`src/rtl/conv_pkg.sv`:
```
// Shared types for the conv datapath: partial-sum and output-byte types plus
// the signed 8-bit saturation helper used by the requantizer.
package conv_pkg;

  localparam int SUM_W = 32;

  typedef logic signed [SUM_W-1:0] sum_t;
  typedef logic signed [7:0]       ofm_byte_t;

  localparam ofm_byte_t S8_MAX = 8'sd127;
  localparam ofm_byte_t S8_MIN = 8'sh80;

  // Clamp a sign-extended wide value into the signed byte range.
  function automatic ofm_byte_t sat_s8(input logic signed [63:0] v);
    ofm_byte_t r;
    if (v > 64'(S8_MAX)) begin
      r = S8_MAX;
    end else if (v < 64'(S8_MIN)) begin
      r = S8_MIN;
    end else begin
      r = v[7:0];
    end
    return r;
  endfunction

endpackage

```
`src/rtl/ofm_drain_if.sv`:
```
// Ready/valid byte stream leaving ofm_drain: requantized byte, source column
// and end-of-tile-line flag.
interface ofm_drain_if #(
  parameter int COL = 8
);
  import conv_pkg::*;

  localparam int CW = $clog2(COL);

  ofm_byte_t       ofm_data;
  logic [CW-1:0]   ofm_col;
  logic            ofm_last;
  logic            ofm_valid;
  logic            ofm_ready;

  modport master (
    output ofm_data,
    output ofm_col,
    output ofm_last,
    output ofm_valid,
    input  ofm_ready
  );

  modport slave (
    input  ofm_data,
    input  ofm_col,
    input  ofm_last,
    input  ofm_valid,
    output ofm_ready
  );

endinterface

```
`src/rtl/ofm_col_fifo.sv`:
```
// Per-column synchronous FIFO; head word is combinational from the read
// pointer so the arbiter can requantize it in the same cycle it pops.
module ofm_col_fifo #(
  parameter int WIDTH = 32,
  parameter int DEPTH = 8
) (
  input  logic             clk,
  input  logic             rstn,
  input  logic             clear,
  input  logic             push,
  input  logic             pop,
  input  logic [WIDTH-1:0] din,
  output logic [WIDTH-1:0] dout,
  output logic             full,
  output logic             empty
);

  localparam int AW = $clog2(DEPTH);
  localparam logic [AW:0] PTR_ONE = {{AW{1'b0}}, 1'b1};

  logic [WIDTH-1:0] mem_q [DEPTH];
  logic [AW:0]      wr_q, wr_d;
  logic [AW:0]      rd_q, rd_d;

  // Extra pointer MSB distinguishes full from empty when the indices match.
  assign empty = (wr_q == rd_q);
  assign full  = (wr_q[AW] != rd_q[AW]) && (wr_q[AW-1:0] == rd_q[AW-1:0]);
  assign dout  = mem_q[rd_q[AW-1:0]];

  // Pointer next-state; clear wins over push and pop.
  always_comb begin
    wr_d = wr_q;
    rd_d = rd_q;
    if (clear) begin
      wr_d = {(AW+1){1'b0}};
      rd_d = {(AW+1){1'b0}};
    end else begin
      if (push) begin
        wr_d = wr_q + PTR_ONE;
      end else begin
        wr_d = wr_q;
      end
      if (pop) begin
        rd_d = rd_q + PTR_ONE;
      end else begin
        rd_d = rd_q;
      end
    end
  end

  // Pointer registers.
  always_ff @(posedge clk or negedge rstn) begin
    if (!rstn) begin
      wr_q <= {(AW+1){1'b0}};
      rd_q <= {(AW+1){1'b0}};
    end else begin
      wr_q <= wr_d;
      rd_q <= rd_d;
    end
  end

  // Storage array; a push while full is only issued alongside a pop.
  always_ff @(posedge clk) begin
    if (push && !clear) begin
      mem_q[wr_q[AW-1:0]] <= din;
    end
  end

endmodule

```
`src/rtl/ofm_drain.sv`:
```
// Column-FIFO output drain: round-robin arbitration, requantization to s8 and
// tile-line tagging. Build option OFM_DRAIN_ROUND_EN enables round-half-up.
module ofm_drain #(
  parameter int COL        = 8,
  parameter int OFM_WIDTH  = 32,
  parameter int TILE_LEN   = 16,
  parameter int FIFO_DEPTH = 8
) (
  input  logic                        clk,
  input  logic                        rstn,
  input  logic                        clear,
  input  logic [4:0]                  cfg_shift,
  input  logic                        cfg_relu,
  input  logic signed [OFM_WIDTH-1:0] sum [COL],
  input  logic [COL-1:0]              sum_valid,
  ofm_drain_if.master                 ofm,
  output logic                        err_overflow,
  output logic                        busy
);
  import conv_pkg::*;

  localparam int CW = $clog2(COL);
  localparam int TW = $clog2(TILE_LEN);
  localparam int EW = OFM_WIDTH + 1;
  localparam logic [CW-1:0] COL_LAST  = CW'(COL - 1);
  localparam logic [CW-1:0] COL_ONE   = {{(CW-1){1'b0}}, 1'b1};
  localparam logic [TW-1:0] TILE_LAST = TW'(TILE_LEN - 1);
  localparam logic [TW-1:0] TILE_ONE  = {{(TW-1){1'b0}}, 1'b1};

  logic signed [OFM_WIDTH-1:0] head_arr_s [COL];
  logic [COL-1:0] empty_s, full_s, push_s, pop_s;
  logic           free_s, grant_s, drop_s;
  logic [CW-1:0]  gidx_s;

  logic signed [OFM_WIDTH-1:0] head_s;
  logic signed [EW-1:0]        ext_s, rnd_s, shf_s;
  ofm_byte_t                   q_s;

  logic          valid_q, valid_d;
  ofm_byte_t     data_q,  data_d;
  logic [CW-1:0] col_q,   col_d;
  logic          last_q,  last_d;
  logic [CW-1:0] rr_q,    rr_d;
  logic          err_q,   err_d;
  logic [TW-1:0] cnt_q [COL];
  logic [TW-1:0] cnt_d [COL];

  function automatic logic [CW-1:0] rr_idx(input logic [CW-1:0] base, input int k);
    int s;
    s = int'(base) + k;
    if (s >= COL) begin
      s = s - COL;
    end else begin
      s = s;
    end
    return CW'(s);
  endfunction

  for (genvar c = 0; c < COL; c++) begin : g_fifo
    ofm_col_fifo #(
      .WIDTH (OFM_WIDTH),
      .DEPTH (FIFO_DEPTH)
    ) u_fifo (
      .clk   (clk),
      .rstn  (rstn),
      .clear (clear),
      .push  (push_s[c]),
      .pop   (pop_s[c]),
      .din   (sum[c]),
      .dout  (head_arr_s[c]),
      .full  (full_s[c]),
      .empty (empty_s[c])
    );
  end

  assign free_s = !valid_q || ofm.ofm_ready;

  // First non-empty column at or after rr, wrapping modulo COL.
  always_comb begin
    grant_s = 1'b0;
    gidx_s  = {CW{1'b0}};
    for (int k = 0; k < COL; k++) begin
      if (!grant_s && !empty_s[rr_idx(rr_q, k)]) begin
        grant_s = 1'b1;
        gidx_s  = rr_idx(rr_q, k);
      end else begin
        grant_s = grant_s;
      end
    end
  end

  // Pops follow the grant; a push into a full FIFO is kept only if it pops too.
  always_comb begin
    pop_s  = {COL{1'b0}};
    push_s = {COL{1'b0}};
    drop_s = 1'b0;
    for (int c = 0; c < COL; c++) begin
      pop_s[c]  = !clear && free_s && grant_s && (gidx_s == CW'(c));
      push_s[c] = !clear && sum_valid[c] && (!full_s[c] || pop_s[c]);
      drop_s    = drop_s || (!clear && sum_valid[c] && full_s[c] && !pop_s[c]);
    end
  end

  // Requantize the granted head; the extra bit keeps rounding from wrapping.
  always_comb begin
    head_s = head_arr_s[gidx_s];
    ext_s  = EW'(head_s);
`ifdef OFM_DRAIN_ROUND_EN
    if (cfg_shift != 5'd0) begin
      rnd_s = ext_s + ({{(EW-1){1'b0}}, 1'b1} << (cfg_shift - 5'd1));
    end else begin
      rnd_s = ext_s;
    end
`else
    rnd_s = ext_s;
`endif
    shf_s = rnd_s >>> cfg_shift;
    q_s   = sat_s8(64'(shf_s));
    if (cfg_relu && q_s[7]) begin
      q_s = 8'sd0;
    end else begin
      q_s = q_s;
    end
  end

  // Output register, tile counters, rr pointer and sticky overflow next-state.
  always_comb begin
    valid_d = valid_q;
    data_d  = data_q;
    col_d   = col_q;
    last_d  = last_q;
    rr_d    = rr_q;
    err_d   = err_q;
    cnt_d   = cnt_q;
    if (clear) begin
      valid_d = 1'b0;
      data_d  = 8'sd0;
      col_d   = {CW{1'b0}};
      last_d  = 1'b0;
      rr_d    = {CW{1'b0}};
      err_d   = 1'b0;
      for (int c = 0; c < COL; c++) begin
        cnt_d[c] = {TW{1'b0}};
      end
    end else begin
      if (free_s) begin
        valid_d = grant_s;
        if (grant_s) begin
          data_d = q_s;
          col_d  = gidx_s;
          last_d = (cnt_q[gidx_s] == TILE_LAST);
          if (cnt_q[gidx_s] == TILE_LAST) begin
            cnt_d[gidx_s] = {TW{1'b0}};
          end else begin
            cnt_d[gidx_s] = cnt_q[gidx_s] + TILE_ONE;
          end
          rr_d = (gidx_s == COL_LAST) ? {CW{1'b0}} : (gidx_s + COL_ONE);
        end else begin
          data_d = data_q;
        end
      end else begin
        valid_d = valid_q;
      end
      if (drop_s) begin
        err_d = 1'b1;
      end else begin
        err_d = err_q;
      end
    end
  end

  // State registers.
  always_ff @(posedge clk or negedge rstn) begin
    if (!rstn) begin
      valid_q <= 1'b0;
      data_q  <= 8'sd0;
      col_q   <= {CW{1'b0}};
      last_q  <= 1'b0;
      rr_q    <= {CW{1'b0}};
      err_q   <= 1'b0;
      for (int c = 0; c < COL; c++) begin
        cnt_q[c] <= {TW{1'b0}};
      end
    end else begin
      valid_q <= valid_d;
      data_q  <= data_d;
      col_q   <= col_d;
      last_q  <= last_d;
      rr_q    <= rr_d;
      err_q   <= err_d;
      cnt_q   <= cnt_d;
    end
  end

  assign ofm.ofm_valid = valid_q;
  assign ofm.ofm_data  = data_q;
  assign ofm.ofm_col   = col_q;
  assign ofm.ofm_last  = last_q;
  assign err_overflow  = err_q;
  assign busy          = (|(~empty_s)) || valid_q;

endmodule

```
`src/flat_wrapper.sv`:
```
// flat-port wrapper written by rule: the top's interface ports become plain ports
module ofm_drain_flat import conv_pkg::*;
#(
  parameter int COL        = 8,
  parameter int OFM_WIDTH  = 32,
  parameter int TILE_LEN   = 16,
  parameter int FIFO_DEPTH = 8
)
  (clk, rstn, clear, cfg_shift, cfg_relu, sum, sum_valid, err_overflow, busy, ofm_ofm_data, ofm_ofm_col, ofm_ofm_last, ofm_ofm_valid, ofm_ofm_ready);
  ofm_drain_if #(.COL(COL)) ofm_i ();
  input  logic clk;
  input  logic rstn;
  input  logic clear;
  input  logic [4:0] cfg_shift;
  input  logic cfg_relu;
  input  logic signed [OFM_WIDTH-1:0] sum[COL];
  input  logic [COL-1:0] sum_valid;
  output logic err_overflow;
  output logic busy;
  output wire logic [$bits(ofm_i.ofm_data)-1:0] ofm_ofm_data;
  output wire logic [$bits(ofm_i.ofm_col)-1:0] ofm_ofm_col;
  output wire logic [$bits(ofm_i.ofm_last)-1:0] ofm_ofm_last;
  output wire logic [$bits(ofm_i.ofm_valid)-1:0] ofm_ofm_valid;
  input wire logic [$bits(ofm_i.ofm_ready)-1:0] ofm_ofm_ready;
  assign ofm_ofm_data = ofm_i.ofm_data;
  assign ofm_ofm_col = ofm_i.ofm_col;
  assign ofm_ofm_last = ofm_i.ofm_last;
  assign ofm_ofm_valid = ofm_i.ofm_valid;
  assign ofm_i.ofm_ready = ofm_ofm_ready;
  ofm_drain #(.COL(COL), .OFM_WIDTH(OFM_WIDTH), .TILE_LEN(TILE_LEN), .FIFO_DEPTH(FIFO_DEPTH)) u_core (.clk(clk), .rstn(rstn), .clear(clear), .cfg_shift(cfg_shift), .cfg_relu(cfg_relu), .sum(sum), .sum_valid(sum_valid), .ofm(ofm_i), .err_overflow(err_overflow), .busy(busy));
endmodule
```
`config.mk`:
```
export PLATFORM = sky130hd
export DESIGN_NAME = ofm_drain_flat
export DESIGN_NICKNAME = d
export VERILOG_FILES = /design/src/rtl/conv_pkg.sv /design/src/rtl/ofm_drain_if.sv /design/src/rtl/ofm_col_fifo.sv /design/src/rtl/ofm_drain.sv /design/src/flat_wrapper.sv
export SDC_FILE = /design/constraint.sdc
export NUM_CORES = 2
export LEC_CHECK = 0
export ABC_CLOCK_PERIOD_IN_PS = 10720
export CORE_MARGIN = 10
export CORE_UTILIZATION = 60
export CTS_CLUSTER_DIAMETER = 80
export DETAILED_ROUTE_END_ITERATION = 10
export PLACE_DENSITY = 0.81
export SKIP_CTS_REPAIR_TIMING = 1
export SLEW_MARGIN = 25
export SYNTH_ARGS = -nofsm -noshare
export SYNTH_HDL_FRONTEND = slang
export SYNTH_SLANG_ARGS = --single-unit
export TNS_END_PERCENT = 10
```
`constraint.sdc`:
```
create_clock -name clk -period 10.72 [get_ports clk]
set_input_delay 2.144 -clock clk [delete_from_list [all_inputs] [get_ports clk]]
set_output_delay 2.144 -clock clk [all_outputs]
set_load 0.005 [all_outputs]
```
==> qor.yml <==
floorplanning:
  initial_utilization_pct: 60.6
  io-pin-count: 289
  area_of_the_die_um2: 163000
  floorplan.core_area_um2: 146000
  chipHeight_um: 404
  chipWidth_um: 404
  rows: 140
sta:
  slew_headroom_pct: 20.1
  fin_crit_sh_pct: 81.4
  timing_hold_violations_final: 0
  skew_ns: 0.0534
  finalSetupTns_ns: 0
  finalMaxSlewViolations: 0
  final_period_minus_worst_setup_slack_ns: 8.72
  report.final.setup_viol: 0
  rsz0062_at_grt: "no"
  final.hold.worst_slack_ns: 0.516
  max_freq_mhz: 115
  timing_worst_slew_pin_value_ns: 1.19
  final.setup.worst_slack_ns: 2.00
power_and_ir_drop:
  leakage_component_of_the_power_uw: 0.0314
  power-per-cell-area_nw_per_um2: 269
  vdd.ir_drop.worst_mv: 0.282
placed_design:
  post-dp-hpwl_um: 154000
  dp_slack_ns: 2.33
  port_bufs: 288
  placement.cell_area_um2: 94000
  routabilityCongestion: 1.03
critical_path:
  crit_required_ns: 11.45
  reg2reg_from: "u_core.rr_q[0]$_DFFE_PN0P_"
  worst-path-max-fanout: 35
  critPathArrivalTime_ns: 9.45
  critical_path.startpoint: "u_core.rr_q[0]$_DFFE_PN0P_"
  rr_worst_depth: 23
  setup.worst_path.end_class: "flop"
  critPathLaunchType: "flop"
  reg2reg_setup_slack_ns: 2.00
  reg2reg_to: "u_core.ofm.ofm_data[2]$_DFFE_PN0P_"
  worst-setup-path-type: "reg2reg"
  crit_end: "u_core.ofm.ofm_data[2]$_DFFE_PN0P_"
logic_synthesis:
  synth-warning-count: 0
  post_synth.cell_area_avg_um2: 19.2
  postSynthCellCount: 4600
  synth_flop_cell: "edfxtp_1"
  synth_edf_count: 2048
  syn_nets: 4899
  postSynthRegisterBits: 2161
  synth_seq_area_share_pct: 72.7
  netlist_area_um2: 88500
  postSynth.asyncResetShare_pct: 5.23
  synth.distinct_cells: 98
clock_tree:
  clkSlewWorstSetupHoldPaths_ns: 0.06
  cts-htree-levels: 4
  cts.path.max_buffers: 3
  clk_root_buffer_cell: "clkbuf_16"
  clk_latency_ns: 0.88
  numCtsBuffers: 203
  clock-sinks: 2161
  tritoncts: "built"
detailed_routing:
  number_of_antenna_violating_nets_in_the_routed_design: 0
  drc: 0
  num_vias: 47700
  finalWirelength_um: 240000
  detailed_routing_iterations_pass_1: 7
  detailedRoute.firstIterationViolations: 6386
  avgViaCountPerCell: 6.76
  wl_per_cell_um: 34.0
finish:
  commonest_cells_after_routing_fill_and_taps_aside: "edfxtp_1 (2,048), mux4_2 (519), mux2i_1 (287)"
  syn2layout_area_growth_pct: 13.6
  layout.filler_cells: 8813
  drive_above_1_share_pct: 21.9
  post-route-cell-area_um2: 101000
  finalNetCount: 5248
  layout.cells.most_common: "edfxtp_1"
grt:
  grt_remaining_overflow: 0
  antenna_violations_before_repair: 45
  track_usage_pct: 29.3
  grt_max_degree: 64
  first_pass_grt_wire_length_um: 345000
  number_of_global_route_vias_before_repair: 47200
job:
  maxcap_viol_count: 0
run_status:
  status: "complete, no violations"
worst_hold_path:
  min-delay-path-class: "reg2reg"
## cell type report
cell class	count	area (um2)	share of cell area [%]
Inverter	24	95.1	0.0946
Antenna cell	17	42.5	0.0423
Clock buffer	256	5350	5.32
Tap cell	1917	2400	2.39
Sequential cell	2161	64400	64.1
Multi-Input combinational cell	2148	23300	23.2
Clock inverter	119	1120	1.11
Timing Repair Buffer	411	3820	3.81
## kinds of logic (layout without fill, tap and decap cells)
| logic type | count (synthesis) | after routing | share of synthesized area, % |
|---|---|---|---|
| DFF | 2161 | 2161 | 72.7 |
| muxes | 859 | 859 | 17.1 |
| and+or+nand+nor | 766 | 766 | 4.17 |
| AOI/OAI and AO/OA | 422 | 422 | 3.36 |
| buffers and inverters | 291 | 810 | 1.46 |
| xor gates and xnor gates | 76 | 76 | 0.803 |
| adders and majority gates | 25 | 25 | 0.354 |
| other | 0 | 17 | 0 |
## sequential cells by signal, indices dropped and copies added, names as in the netlist
signal,count
u_core.ofm.ofm_last,1
u_core.err_overflow,1
u_core.ofm.ofm_valid,1
u_core.g_fifo.u_fifo.rd_q,32
u_core.cnt_q,32
u_core.ofm.ofm_col,3
u_core.g_fifo.u_fifo.wr_q,32
u_core.ofm.ofm_data,8
u_core.rr_q,3
u_core.g_fifo.u_fifo.mem_q,2048
## synth_stat cells, types with 6 or more instances
cell type	n	area, um2
buf_2	35	175
buf_1	64	240
a211o_1	7	61.3
mux2_2	48	541
mux2i_1	289	2890
a211oi_1	65	488
o211ai_1	10	75.1
nand2_1	207	777
and3_1	10	62.6
nor2_1	242	908
mux4_2	519	11700
and4bb_2	7	87.6
o21ai_0	47	235
xnor2_2	6	97.6
a22oi_1	20	150
a32oi_1	7	61.3
nor4_1	10	62.6
a21oi_1	97	485
or3_1	18	113
buf_6	18	203
nor2b_1	32	200
a221o_1	11	110
a221oi_1	11	96.3
inv_1	19	71.3
dfrtp_1	113	2830
nand4_1	17	106
nor3_1	60	300
o221ai_1	8	70.1
and2_1	6	37.5
a31oi_1	16	100
xor2_1	43	377
xnor2_1	27	236
nand2b_1	24	150
o22ai_1	45	282
clkbuf_1	145	544
edfxtp_1	2048	61500
and4_1	7	61.3
o31ai_1	8	60.1
ha_1	25	313
nand3_1	91	455
or2_2	7	43.8
## stage by stage
step           cells  utilization [%]  total power (uW)
2_1_floorplan   4600                -             16400
3_3_place_gp    6660             64.3             19700
3_5_place_dp    6661             64.3             19800
4_1_cts         7036             68.8             26700
5_1_grt         7043             68.8             27800
6_report        7053             68.8             27100
## how the worst min path moves through the flow
stage	end	cells after the start	startpoint	slack, ns
3_3_place_gp	u_core.g_fifo[0].u_fifo.wr_q[3]$_DFFE_PN0P_	1	u_core.g_fifo[0].u_fifo.wr_q[3]$_DFFE_PN0P_	0.48
5_1_grt	u_core.g_fifo[0].u_fifo.wr_q[3]$_DFFE_PN0P_	1	u_core.g_fifo[0].u_fifo.wr_q[3]$_DFFE_PN0P_	0.53
2_1_floorplan	u_core.g_fifo[0].u_fifo.wr_q[3]$_DFFE_PN0P_	1	u_core.g_fifo[0].u_fifo.wr_q[3]$_DFFE_PN0P_	0.47
4_1_cts	u_core.g_fifo[0].u_fifo.wr_q[3]$_DFFE_PN0P_	1	u_core.g_fifo[0].u_fifo.wr_q[3]$_DFFE_PN0P_	0.51
3_5_place_dp	u_core.g_fifo[0].u_fifo.wr_q[3]$_DFFE_PN0P_	1	u_core.g_fifo[0].u_fifo.wr_q[3]$_DFFE_PN0P_	0.50
6_report	u_core.g_fifo[2].u_fifo.wr_q[3]$_DFFE_PN0P_	1	u_core.g_fifo[2].u_fifo.wr_q[3]$_DFFE_PN0P_	0.52
## per-layer routing
metal | global-route usage (%) | share of wire, % | up-vias
li1 | - | - | 19600
met1 | 39.8 | 37 | 24800
met2 | 45.3 | 48 | 2778
met3 | 7.90 | 10 | 492
met4 | 12.2 | 4.7 | 46
met5 | 0 | 0.15 | -
## report_power, final
part           leakage (uW)  switching (uW)  internal (uW)
clock               0.00313            3130           3830
combinational       0.00830            6940           3390
sequential           0.0200             323           9450
## critical path: stages, from the launching register on
cell and delay [ns]:
dfrtp_1 0.99, inv_2 0.42, ha_1 0.62, inv_1 0.33
nand3_1 0.15, o22ai_1 0.15, a2111oi_4 0.55, o211ai_1 0.28
o21a_1 0.32, nand3_4 0.09, clkinv_2 0.43, buf_4 0.41
buf_4 0.33, a211oi_1 0.55, a211oi_1 0.18, a211oi_1 0.76
mux2i_1 0.23, mux2i_1 0.31, o221ai_1 0.18, a221oi_1 0.30
and4_1 0.26, nand4b_1 0.11, o21a_1 0.29, a221o_1 0.29
Power figures use the tool's default switching activity.
